--- config.mk ---
export PLATFORM = sky130hd
export DESIGN_NAME = mem_access_unit
export DESIGN_NICKNAME = d
export VERILOG_FILES = /design/src/rtl/mem_access_unit.sv
export SDC_FILE = /design/constraint.sdc
export NUM_CORES = 1
export LEC_CHECK = 0
export CAP_MARGIN = 5
export CORE_MARGIN = 5
export CORE_UTILIZATION = 35
export CTS_CLUSTER_SIZE = 16
export DETAILED_ROUTE_END_ITERATION = 16
export PLACE_DENSITY = 0.61
export SLEW_MARGIN = 30
export SYNTH_ARGS = -nofsm -noshare
export SYNTH_HDL_FRONTEND = slang
export SYNTH_SLANG_ARGS = --single-unit
--- constraint.sdc ---
create_clock -name clk -period 5 [get_ports clk]
set_input_delay 1 -clock clk [delete_from_list [all_inputs] [get_ports clk]]
set_output_delay 1 -clock clk [all_outputs]
set_load 0.02 [all_outputs]
--- src/rtl/mem_access_unit.sv ---
// mem_access_unit: load/store unit that turns one request into one or two aligned bus beats,
// splitting lane-crossing accesses or faulting them when misalignment is disallowed.
module mem_access_unit #(
    parameter int DataWidth       = 32,
    parameter int AddrWidth       = 32,
    parameter int WordSize        = DataWidth / 8,
    parameter bit AllowMisaligned = 1'b1
) (
    input  logic                 clk,
    input  logic                 rst,
    input  logic                 req_valid,
    output logic                 req_ready,
    input  logic [AddrWidth-1:0] alu_result,
    input  logic [DataWidth-1:0] reg2_data,
    input  logic                 memory_read_enable,
    input  logic                 memory_write_enable,
    input  logic [2:0]           funct3,
    output logic                 resp_valid,
    output logic [DataWidth-1:0] wb_memory_read_data,
    output logic                 misaligned_fault,
    output logic                 bus_req,
    output logic                 bus_we,
    output logic [AddrWidth-1:0] address,
    output logic [DataWidth-1:0] write_data,
    output logic [WordSize-1:0]  write_strobe,
    input  logic                 bus_ack,
    input  logic [DataWidth-1:0] read_data
);
    localparam int OffW = $clog2(WordSize);
    localparam logic [2*WordSize-1:0] LaneOne = 1;

    typedef enum logic [1:0] {IDLE, BEAT1, BEAT2, RESP} state_t;

    state_t                 state;
    logic                   is_load;
    logic                   zext;
    logic                   two_beat;
    logic [1:0]             size_r;
    logic [OffW-1:0]        off_r;
    logic [DataWidth-1:0]   data_hi;
    logic [DataWidth-1:0]   beat_lo;
    logic [WordSize-1:0]    strobe_hi;

    logic [OffW-1:0]        offset;
    logic                   rd_req;
    logic                   wr_req;
    logic                   crossing;
    logic                   fault;
    logic [4:0]             span;
    logic [2*DataWidth-1:0] st_wide;
    logic [2*WordSize-1:0]  st_mask;
    logic [DataWidth-1:0]   ld_result;
    logic                   last_beat;

    // Left-justify the selected field, then shift back down logically or arithmetically.
    function automatic logic [DataWidth-1:0] extend(input logic [2*DataWidth-1:0] pair,
                                                    input logic [OffW-1:0] off,
                                                    input logic [1:0] sz,
                                                    input logic zx);
        logic [DataWidth-1:0]        raw;
        logic [DataWidth-1:0]        v;
        logic signed [DataWidth-1:0] s;
        logic [7:0]                  sh;
        raw = DataWidth'(pair >> {off, 3'b000});
        sh  = 8'(DataWidth) - (8'd8 << sz);
        v   = raw << sh;
        s   = $signed(v) >>> sh;
        return zx ? (v >> sh) : $unsigned(s);
    endfunction

    always_comb begin
        offset    = alu_result[OffW-1:0];
        rd_req    = memory_read_enable;
        wr_req    = memory_write_enable & ~memory_read_enable;
        span      = 5'(offset) + (5'd1 << funct3[1:0]);
        crossing  = span > 5'(WordSize);
        fault     = (rd_req | wr_req) &
                    ((funct3[1:0] == 2'b11 && DataWidth == 32) | (crossing & !AllowMisaligned));
        st_wide   = {{DataWidth{1'b0}}, reg2_data} << {offset, 3'b000};
        st_mask   = ((LaneOne << (4'd1 << funct3[1:0])) - LaneOne) << offset;
        last_beat = state == BEAT2 || !two_beat;
        ld_result = extend(state == BEAT2 ? {read_data, beat_lo} : {{DataWidth{1'b0}}, read_data},
                           off_r, size_r, zext);
    end

    always_ff @(posedge clk or negedge rst) begin
        if (!rst) begin
            state               <= IDLE;
            req_ready           <= 1'b1;
            resp_valid          <= 1'b0;
            wb_memory_read_data <= '0;
            misaligned_fault    <= 1'b0;
            bus_req             <= 1'b0;
            bus_we              <= 1'b0;
            address             <= '0;
            write_data          <= '0;
            write_strobe        <= '0;
            is_load             <= 1'b0;
            zext                <= 1'b0;
            two_beat            <= 1'b0;
            size_r              <= '0;
            off_r               <= '0;
            data_hi             <= '0;
            beat_lo             <= '0;
            strobe_hi           <= '0;
        end else begin
            case (state)
                IDLE: if (req_valid) begin
                    req_ready <= 1'b0;
                    is_load   <= rd_req;
                    zext      <= funct3[2];
                    size_r    <= funct3[1:0];
                    off_r     <= offset;
                    two_beat  <= crossing;
                    data_hi   <= wr_req ? st_wide[2*DataWidth-1:DataWidth] : '0;
                    strobe_hi <= wr_req ? st_mask[2*WordSize-1:WordSize] : '0;
                    if (!(rd_req | wr_req) || fault) begin
                        state            <= RESP;
                        resp_valid       <= 1'b1;
                        misaligned_fault <= fault;
                    end else begin
                        state        <= BEAT1;
                        bus_req      <= 1'b1;
                        bus_we       <= wr_req;
                        address      <= {alu_result[AddrWidth-1:OffW], {OffW{1'b0}}};
                        write_data   <= wr_req ? st_wide[DataWidth-1:0] : '0;
                        write_strobe <= wr_req ? st_mask[WordSize-1:0] : '0;
                    end
                end
                BEAT1, BEAT2: if (bus_ack) begin
                    beat_lo <= read_data;
                    if (!last_beat) begin
                        state        <= BEAT2;
                        address      <= address + AddrWidth'(WordSize);
                        write_data   <= data_hi;
                        write_strobe <= strobe_hi;
                    end else begin
                        state               <= RESP;
                        bus_req             <= 1'b0;
                        bus_we              <= 1'b0;
                        address             <= '0;
                        write_data          <= '0;
                        write_strobe        <= '0;
                        resp_valid          <= 1'b1;
                        wb_memory_read_data <= is_load ? ld_result : '0;
                    end
                end
                default: begin
                    state               <= IDLE;
                    req_ready           <= 1'b1;
                    resp_valid          <= 1'b0;
                    misaligned_fault    <= 1'b0;
                    wb_memory_read_data <= '0;
                end
            endcase
        end
    end
endmodule

==> implementation parameters, run 1 <==
Parameter                              Value

Global route
  Overall overflow remaining after global route    0
  Maximum number of pins on one net before global-route repair    94
  Wire length of the first global-routing pass    47800 um
  Initial antenna violation count    2
  Overall global routing resource usage    19.4%
  Number of global-route vias before repair    8348

Floorplan
  Die Outline Area    30900 um^2
  Area of the placeable core    27000 um^2
  Height of the die    176 um
  Overall die width    176 um
  Effective utilization at floorplan    35.6%
  I/O pin cnt    210
  Num rows    60

Yosys
  Area of the mapped netlist    9610 um^2
  Yosys cell types    76
  Synthesized flop and latch total    172
  Portion of the post-synthesis area used by sequential elements    44.8%
  Post-synthesis async set-or-reset flop share    100%
  Primary FF master, synth    sky130_fd_sc_hd__dfrtp_1
  Syn. warnings    0
  Number of synthesized flops with an enable pin    0
  Average footprint of a synthesized cell    9.88 um^2
  Post-Synthesis Cells    973

STA
  Setup repair after global routing missed its margin    no
  Share of the cycle needed by the critical path after routing    66.5%
  Final number of setup-violating endpoints    0
  Worst setup skew after layout    0.0138 ns
  Final critical delay including setup and external delays    3.33 ns
  Slew at the pin closest to its max-slew limit    0.894 ns
  Maximum clock frequency    301 MHz
  Post-route setup TNS    0 ns
  Max_slew headroom    40.3%
  Hold Vio Cnt, Final    0
  Final max-slew violation count    0

Finish
  Layout cells sized above 1    11.2%
  # nets final    1263
  Synthesis-to-layout area growth    30.6%
  Finished Core Util    46.5%
  Register Area    4310 um^2
  Fill count    2574
  Area taken by multi-input logic gates    4940 um^2

CTS
  Clock input transition at the sequential cells of the worst setup and hold paths    0.07 ns
  Max clock buf depth    2
  Clock sink count    172
  Total clock buffers created by CTS    17
  Clock tree from TritonCTS    built
  Insertion delay to the later sink of the worst-skew pair    0.43 ns
  Number of buffers inserted for hold repair after clock tree synthesis    0
  Post-cts gate resize count    0
  H-tree depth reported by CTS    4
  Clock tree root driver cell    sky130_fd_sc_hd__clkbuf_16
  Post-CTS setup buffers    0

Worst setup path
  CP max stage cell    sky130_fd_sc_hd__ha_1
  Critical path capture point type    flip-flop
  Maximum fanout along the worst path    77
  Register-to-Register Path Depth    8
  Reg2reg setup slack    1.67 ns
  Data required, critical path    5.29 ns
  Signal arrival time at the worst endpoint    3.61 ns
  Worst reg2reg path startpoint    state[1]$_DFFE_PN0P_
  Endpoint of the worst-slack reg-to-reg timing path    address[21]$_DFFE_PN0P_
  Setup crit start kind    flip-flop
  Critical setup path kind    reg -> reg
  Series of cell instances along the critical path    inv_1 -> ha_1 -> inv_2 -> mux2i_1 -> nand2_4 -> buf_4 -> o21ai_0 -> o311ai_0
  Largest incremental delay on the critical path    0.66 ns

Power
  Power per Cell Area    588 nW/um^2
  Leakage power    5.23 nW
  Worst VDD drop    0.407 mV

Min path
  Hold crit path type    reg -> reg
  Worst min-delay path startpoint    write_data[21]$_DFFE_PN0P_
  Min-Delay Endpoint    write_data[21]$_DFFE_PN0P_
  Number of cells on the worst hold path    2

Placed design
  Placer's final routability congestion estimate    0.836
  Number of I/O port buffers    207
  Placed wire-length estimate    22300 um

Routing
  DR DRC count    0
  Total number of vias    8418
  Vias per Instance    5.60
  1st-pass router iterations    5
  Final antenna-violating net count    0
  Starting DRC count in detailed routing    657
  Routed wire per std cell    20.3 um
  Detailed Route WL    30500 um

Outcome
  Outcome    complete, no violations

Run
  Total of max-cap violations    0
==> cells by family (layout without fill, tap and decap cells) <==
logic type      after synthesis  count (layout)  synth area share (%)
fa+ha+maj                    11              11                  1.51
simple gates                290             290                  14.5
mux                         121             121                  13.9
compound gates              290             290                  21.1
flops                       172             172                  44.8
buf+inv                      86             272                  4.11
other cells                   1               3                0.0390
xor+xnor                      2               2                 0.182
==> how the worst max path moves through the flow <==
stage                    startpoint                       to
4_1_cts        state[1]$_DFFE_PN0P_  address[21]$_DFFE_PN0P_
2_1_floorplan             funct3[1]     two_beat$_DFFE_PN0P_
3_5_place_dp                bus_ack  address[26]$_DFFE_PN0P_
6_report       state[1]$_DFFE_PN0P_  address[21]$_DFFE_PN0P_
5_1_grt        state[1]$_DFFE_PN0P_   address[5]$_DFFE_PN0P_
3_3_place_gp                bus_ack  address[26]$_DFFE_PN0P_
==> state kept, by name (all words and copies together) (netlist names) <==
signal	cells
beat_lo	32
wb_memory_read_data	32
write_data	32
address	30
data_hi	24
strobe_hi	4
write_strobe	4
off_r	2
size_r	2
state	2
bus_req	1
bus_we	1
is_load	1
misaligned_fault	1
req_ready	1
resp_valid	1
two_beat	1
zext	1
==> report_power, final <==
group / leakage [nW] / internal (mW) / switching [mW]
sequential: 2.27 / 1.90 / 0.404
combinational: 2.69 / 1.59 / 2.18
clock: 0.272 / 0.665 / 0.636
total: 5.23 / 4.16 / 3.22
==> cell usage in the layout, fill, tap and decap left out, types with 16 or more instances in the layout <==
| cell type | synthesis | routed |
|---|---|---|
| sky130_fd_sc_hd__clkdlybuf4s50_1 | 0 | 205 |
| sky130_fd_sc_hd__dfrtp_1 | 171 | 170 |
| sky130_fd_sc_hd__nand2_1 | 122 | 121 |
| sky130_fd_sc_hd__o21ai_0 | 83 | 83 |
| sky130_fd_sc_hd__nor2_1 | 79 | 77 |
| sky130_fd_sc_hd__mux2i_1 | 69 | 69 |
| sky130_fd_sc_hd__mux2_2 | 47 | 47 |
| sky130_fd_sc_hd__a21oi_1 | 41 | 41 |
| sky130_fd_sc_hd__a221o_1 | 20 | 20 |
| sky130_fd_sc_hd__a22oi_1 | 18 | 18 |
| sky130_fd_sc_hd__nand3_1 | 18 | 18 |
| sky130_fd_sc_hd__clkbuf_16 | 0 | 17 |
| sky130_fd_sc_hd__inv_1 | 16 | 16 |
| sky130_fd_sc_hd__o22ai_1 | 16 | 16 |
==> layer usage <==
metal,GRT usage (%),vias to the layer above,wire [um]
met5,0,-,0
met1,26.5,4156,13700
met2,31.6,252,14500
li1,-,3965,-
met3,3.34,45,1490
met4,5.78,0,747
==> synthesized netlist by cell type (all sizes together) (14+ instances only) <==
cell type | number | area, um^2
a211oi | 14 | 110
a21oi | 42 | 221
a221o | 20 | 200
a22oi | 19 | 148
buf | 38 | 215
clkbuf | 30 | 113
dfrtp | 171 | 4280
inv | 18 | 67.6
mux2 | 47 | 529
mux2i | 69 | 691
nand2 | 123 | 464
nand3 | 20 | 110
nor2 | 80 | 303
o21ai | 83 | 415
o22ai | 16 | 100
==> worst max-delay path: cells and delay by family (launching register included) <==
family	cells	cell delay, ns
AOI/OAI and AO/OA	2	0.31
DFF	1	0.41
muxes	1	0.42
buffers and inverters	3	0.88
adders and majority gates	1	0.66
and+or+nand+nor	1	0.48
==> cell type report <==
type / instances / share of cell area [%]
diodes: 1 / 0.0199
clock buffers: 17 / 3.39
clock inverters: 15 / 1.20
inverters: 18 / 0.538
multi-input cells: 716 / 39.3
flip-flops and latches: 172 / 34.3
well taps: 341 / 3.40
repair buffers: 222 / 17.8
==> metrics by stage <==
stage	hold WS [ns]	area [um^2]	total power, mW	setup WS [ns]	cells
6_report	0.479	12600	7.38	1.67	1502
5_1_grt	0.502	12600	7.87	1.33	1502
4_1_cts	0.487	12500	7.42	1.71	1501
3_5_place_dp	0.470	12000	6.11	1.41	1469
3_3_place_gp	0.463	11900	6.01	1.49	1467
2_1_floorplan	0.449	9620	4.73	2.45	974
No activity file was read; power rests on OpenSTA's default activity.
==> inputs of run 2 (changes only) <==
==> constraint.sdc (replaced) <==
create_clock -name clk -period 3.4 [get_ports clk]
set_input_delay 0.68 -clock clk [delete_from_list [all_inputs] [get_ports clk]]
set_output_delay 0.68 -clock clk [all_outputs]
set_load 0.02 [all_outputs]
==> run 2 against run 1 <==
Net effect: final cell count up 1.1%; maximum frequency up 25%; highest routed layer is now met5; first-iteration DRC count down 7.5%; sequential power up 50%; combinational power up 46%; largest cell class unchanged; utilization up 0.50 points; sequential share of layout area down 0.37 points; clock skew up 0.0072 ns; critical path depth unchanged; die area unchanged.
==> implementation parameters, run 2 (same netlist as run 1, synthesis figures left out) <==
Parameter                              Value

Outcome
  Outcome    complete, no violations

Routing
  Vias per Instance    5.59 (-0.18%)
  Final antenna-violating net count    0 (unchanged)
  Detailed Route WL    30800 um (+1.1%)
  Starting DRC count in detailed routing    608 (-7.5%)
  Routed wire per std cell    20.3 um (about the same)
  Total number of vias    8492 (+0.88%)
  1st-pass router iterations    6 (+1)
  DR DRC count    0 (unchanged)

Finish
  Leading registers by flop count    beat_lo: 32 flops, wb_memory_read_data: 32 flops, write_data: 32 flops
  Commonest non-fill, non-tap cell in the layout    sky130_fd_sc_hd__clkdlybuf4s50_1
  # nets final    1278 (+1.2%)
  Fill count    2566 (-0.31%)
  Synthesis-to-layout area growth    32.0%
  Most frequent cells in the layout    205 x sky130_fd_sc_hd__clkdlybuf4s50_1, 170 x sky130_fd_sc_hd__dfrtp_1, 121 x sky130_fd_sc_hd__nand2_1
  Register Area    4310 um^2 (unchanged)
  Area taken by multi-input logic gates    4930 um^2 (-0.10%)
  Finished Core Util    47.0% (+0.50 points)
  Layout cells sized above 1    12.3% (+1.0 points)
  Layout Cells excl Fill    1518 (+1.1%)

Worst setup path
  Maximum fanout along the worst path    22 (-71%)
  Data required, critical path    3.73 ns (-1.56 ns)
  Signal arrival time at the worst endpoint    3.00 ns (-0.61 ns)
  Critical path capture point type    flip-flop
  Critical setup path kind    reg -> reg
  Setup crit start kind    flip-flop

STA
  Final number of setup-violating endpoints    0 (unchanged)
  Max_slew headroom    42.2% (+1.9 points)
  Share of the cycle needed by the critical path after routing    78.3% (+12 points)
  Final critical delay including setup and external delays    2.66 ns (-0.662 ns)
  Hold Vio Cnt, Final    0 (unchanged)
  Post-route setup TNS    0 ns (unchanged)
  Worst setup skew after layout    0.0210 ns (+0.00724 ns)
  Worst path setup slack after routing    0.737 ns (-0.938 ns)
  Setup repair after global routing missed its margin    no
  Final max-slew violation count    0 (unchanged)
  Hold slack    0.194 ns (-0.285 ns)
  Slew at the pin closest to its max-slew limit    0.867 ns (-0.0276 ns)
  Maximum clock frequency    375 MHz (+25%)

Power
  Sequential share of power    31.5% (+0.3 points)
  Power dissipated by switching net loads    4.76 mW (+48%)
  Portion of total power attributed to combinational logic    50.0% (-1.1 points)
  Power per Cell Area    867 nW/um^2 (+47%)
  Switching share of power    43.3% (-0.38 points)
  Proportion of power drawn by the clock network    18.5% (+0.9 points)
  Leakage power    5.33 nW (+1.9%)
  Internal power    6.24 mW (+50%)
  Worst VDD drop    0.392 mV (-3.9%)

Floorplan
  Die Outline Area    30900 um^2 (unchanged)
  Effective utilization at floorplan    35.6% (unchanged)
  Overall die width    176 um (unchanged)
  Area of the placeable core    27000 um^2 (unchanged)
  Height of the die    176 um (unchanged)
  Num rows    60 (unchanged)
  I/O pin cnt    210 (unchanged)

CTS
  Clock sink count    172 (unchanged)
  Clock input transition at the sequential cells of the worst setup and hold paths    0.08 ns (about the same)
  H-tree depth reported by CTS    4 (unchanged)
  Insertion delay to the later sink of the worst-skew pair    0.44 ns (about the same)
  Clock tree root driver cell    sky130_fd_sc_hd__clkbuf_16
  Max clock buf depth    2 (unchanged)
  Post-cts gate resize count    0 (unchanged)
  Total clock buffers created by CTS    17 (unchanged)
  Post-CTS setup buffers    0 (unchanged)
  Number of buffers inserted for hold repair after clock tree synthesis    0 (unchanged)
  Clock tree from TritonCTS    built

Placed design
  Placed Instances    1484 (+1.0%)
  Pre-CTS setup slack    0.486 ns (-0.926 ns)
  Number of I/O port buffers    207 (unchanged)
  Placed wire-length estimate    22500 um (+1.1%)
  Placer's final routability congestion estimate    0.844 (+0.92%)

Global route
  Overall global routing resource usage    19.7% (+0.29 points)
  Number of global-route vias before repair    8383 (+0.42%)
  Initial antenna violation count    4 (+2)
  Overall overflow remaining after global route    0 (unchanged)
  Maximum number of pins on one net before global-route repair    61 (-35%)
  Wire length of the first global-routing pass    48300 um (+1.1%)

Run
  Total of max-cap violations    0 (unchanged)

Min path
  Hold crit path type    in -> async
run 2: cell type report:
class / instances / share of cell area, %
Antenna cell: 2 / 0.0394
Clock buffer: 17 / 3.35
Clock inverter: 15 / 1.52
Inverter: 18 / 0.532
Multi-Input combinational cell: 716 / 38.9
Sequential cell: 172 / 33.9
Tap cell: 341 / 3.36
Timing Repair Buffer: 237 / 18.4
run 2: power groups by stage:
| stage | clock [mW] | combinational, mW | sequential, mW |
|---|---|---|---|
| floorplan | 0 | 3.21 | 3.74 |
| global placement | 0 | 5.45 | 3.48 |
| detailed placement | 0 | 5.52 | 3.49 |
| CTS | 2.07 | 5.53 | 3.47 |
| global route | 2.15 | 5.98 | 3.59 |
| finish | 2.03 | 5.50 | 3.47 |
run 2: path summary, 6_finish.rpt:
path,from,to,slack (ns),cells past startpoint
max,state[1]$_DFFE_PN0P_,write_data[5]$_DFFE_PN0P_,0.74,8
min,rst,wb_memory_read_data[2]$_DFFE_PN0P_,0.19,1
max reg2reg,state[1]$_DFFE_PN0P_,write_data[5]$_DFFE_PN0P_,0.74,8
min reg2reg,write_strobe[1]$_DFFE_PN0P_,write_strobe[1]$_DFFE_PN0P_,0.48,2
max in group asynchronous,rst,req_ready$_DFFE_PN1P_,2.41,2
min in group clk,write_strobe[1]$_DFFE_PN0P_,write_strobe[1]$_DFFE_PN0P_,0.48,2
run 2: routing by layer:
layer,wire length (um),global-route usage [%]
met1,13800,26.4
met2,14200,31.1
met3,1800,4.30
met4,967,7.73
met5,7,0
run 2: per-stage QoR:
| stage | total power, mW | cell area [um^2] |
|---|---|---|
| after floorplan | 6.95 | 9620 |
| after global placement | 8.93 | 12100 |
| after detailed placement | 9.01 | 12100 |
| after CTS | 11.1 | 12700 |
| after global routing | 11.7 | 12700 |
| final | 11.0 | 12700 |
run 2: worst max-delay path, stage by stage, from the launching register on:
cell	delay, ns
sky130_fd_sc_hd__dfrtp_1	0.40
sky130_fd_sc_hd__inv_1	0.07
sky130_fd_sc_hd__ha_1	0.66
sky130_fd_sc_hd__inv_2	0.11
sky130_fd_sc_hd__buf_4	0.24
sky130_fd_sc_hd__nor2_4	0.50
sky130_fd_sc_hd__buf_12	0.24
sky130_fd_sc_hd__a22oi_1	0.12
sky130_fd_sc_hd__o21ai_0	0.22
==> patch: new RTL, flow settings as in run 2 <==
Set the parameter `AddrWidth` to 40 (it was 32).
--- a/src/rtl/mem_access_unit.sv
+++ b/src/rtl/mem_access_unit.sv
@@ -2,7 +2,7 @@
 // splitting lane-crossing accesses or faulting them when misalignment is disallowed.
 module mem_access_unit #(
     parameter int DataWidth       = 32,
-    parameter int AddrWidth       = 32,
+    parameter int AddrWidth       = 40,
     parameter int WordSize        = DataWidth / 8,
     parameter bit AllowMisaligned = 1'b1
 ) (
Interface: changed (resized address and alu_result); port bits go from 210 to 226. The function was not compared with the original's and may differ.
==> patch against run 2 <==
- setup slack worse by 39 ps
- wire length is 11% higher
- die area is 5.0% higher
- total power is 14% higher
- first-iteration DRC count is 4.6% higher
- synthesized area is 5.3% higher
- final area is 6.1% higher
- critical endpoint unchanged
- sequential cell count is 8 higher
- highest routed layer unchanged
==> patch: results (changes against run 2) <==
[critical_path]
crit_path_max_fanout=11  ; was 22
max_stage_delay_ps=710  ; was 660 ps
arrival_ps=3060  ; was 3000 ps
slowest_stage=nor2_1  ; was ha_1

[routing]
drt_first_pass_iters=5  ; was 6
wl_per_cell_um=20.5  ; was 20.3 µm
drt_iter0_drc=636  ; was 608
vias_per_cell=5.64  ; was 5.59

[synth]
ys_seq_area_share_pct=44.5  ; was 44.8%
synth.area.top_cells=dfrtp_1 (44%), mux2i_1 (6.9%), mux2_2 (6.7%), nand2_1 (5.4%), o21ai_0 (4.0%)  ; was dfrtp_1 (45%), mux2i_1 (7.2%), mux2_2 (5.5%), nand2_1 (4.8%), o21ai_0 (4.3%)
postSynthAreaPerCell_um2=9.61  ; was 9.88 µm²
ys_top_cells_by_count=dfrtp_1 (179), nand2_1 (146), nor2_1 (95), o21ai_0 (81), mux2i_1 (70)  ; was dfrtp_1 (171), nand2_1 (122), o21ai_0 (83), nor2_1 (79), mux2i_1 (69)

[sta]
finClkSkew_ps=13.9  ; was 21.0 ps

[global_route]
grt_pass1_vias=9350  ; was 8,383
grt_max_degree=78  ; was 61

[cells_and_area]
nets=1382  ; was 1,278
register_area_um2=4510  ; was 4310 µm²
layoutNonFillerInstCount=1658  ; was 1,518

[placement]
dpl.hpwl_um=25000  ; was 22,500 µm
io_buffers=223  ; was 207
dp_cells=1623  ; was 1,484
gp_congestion=0.916  ; was 0.844

[outcome]
outcome=finished, final reports clean  ; unchanged

[pwr]
vdd_drop_max_v=0.000432  ; was 0.000392 V
leakage_nw=5.56  ; was 5.33 nW

==> patch: changes by cell type after synthesis, sizes merged, moves of 8 or more <==
cell and delta:
mux2 +13, o311ai +11, nor3 +8, buf -17
dfrtp +8, clkbuf +19, o221ai +9, a21oi -11
nand2 +23, nor2 +15, o22ai -9, a211oi -13
==> patch: layout make-up <==
class / instances / area share, %
Inverter: 21 / 0.585
Antenna cell: 4 / 0.0743
Sequential cell: 180 / 33.5
Multi-Input combinational cell: 783 / 39.2
Timing Repair Buffer: 255 / 18.7
Clock buffer: 17 / 3.16
Tap cell: 384 / 3.57
Clock inverter: 14 / 1.19
==> patch: path summary, 6_finish.rpt <==
check                                                   start                                  to  slack, ps  cells past startpoint
hold / removal                                            rst             beat_lo[13]$_DFFE_PN0P_        280                      1
setup / recovery                         state[1]$_DFFE_PN0P_           write_data[5]$_DFFE_PN0P_        700                      8
hold reg to reg            wb_memory_read_data[4]$_DFFE_PN0P_  wb_memory_read_data[4]$_DFFE_PN0P_        480                      2
setup reg to reg                         state[1]$_DFFE_PN0P_           write_data[5]$_DFFE_PN0P_        700                      8
max in group asynchronous                                 rst               req_ready$_DFFE_PN1P_       2340                      2
min in group clk           wb_memory_read_data[4]$_DFFE_PN0P_  wb_memory_read_data[4]$_DFFE_PN0P_        480                      2
==> patch: logic make-up after synthesis <==
| kind of cell | after synthesis | share of synthesized area, % |
|---|---|---|
| mux | 138 | 15.4 |
| simple gates | 355 | 15.9 |
| other cells | 1 | 0.0371 |
| compound gates | 275 | 19.1 |
| xor+xnor | 2 | 0.173 |
| flops | 180 | 44.5 |
| buf+inv | 91 | 3.52 |
| fa+ha+maj | 11 | 1.43 |
==> patch: power by group <==
part | switching (mW) | internal, mW
sequential | 0.872 | 3.03
combinational | 3.70 | 2.92
clock | 0.970 | 1.05
==> patch: routing by layer <==
metal | share of wire [%] | GRT usage (%)
met4 | 2.5 | 6.26
met3 | 6.5 | 4.04
met5 | 0.038 | 0
met2 | 47 | 32.6
met1 | 44 | 28.0
==> patch: per-stage QoR <==
step,setup slack [ps],util [%]
global route,477,47.0
floorplan,896,-
detailed placement,470,45.0
finish,698,47.1
CTS,722,47.0
global placement,537,45.0
==> patch: critical path, delay by kind of cell (launching register included) <==
kind                       cells  cell delay (ps)
AOI/OAI and AO/OA              1              170
and+or+nand+nor                4             1400
buffers and inverters          2              290
DFF                            1              430
adders and majority gates      1              350
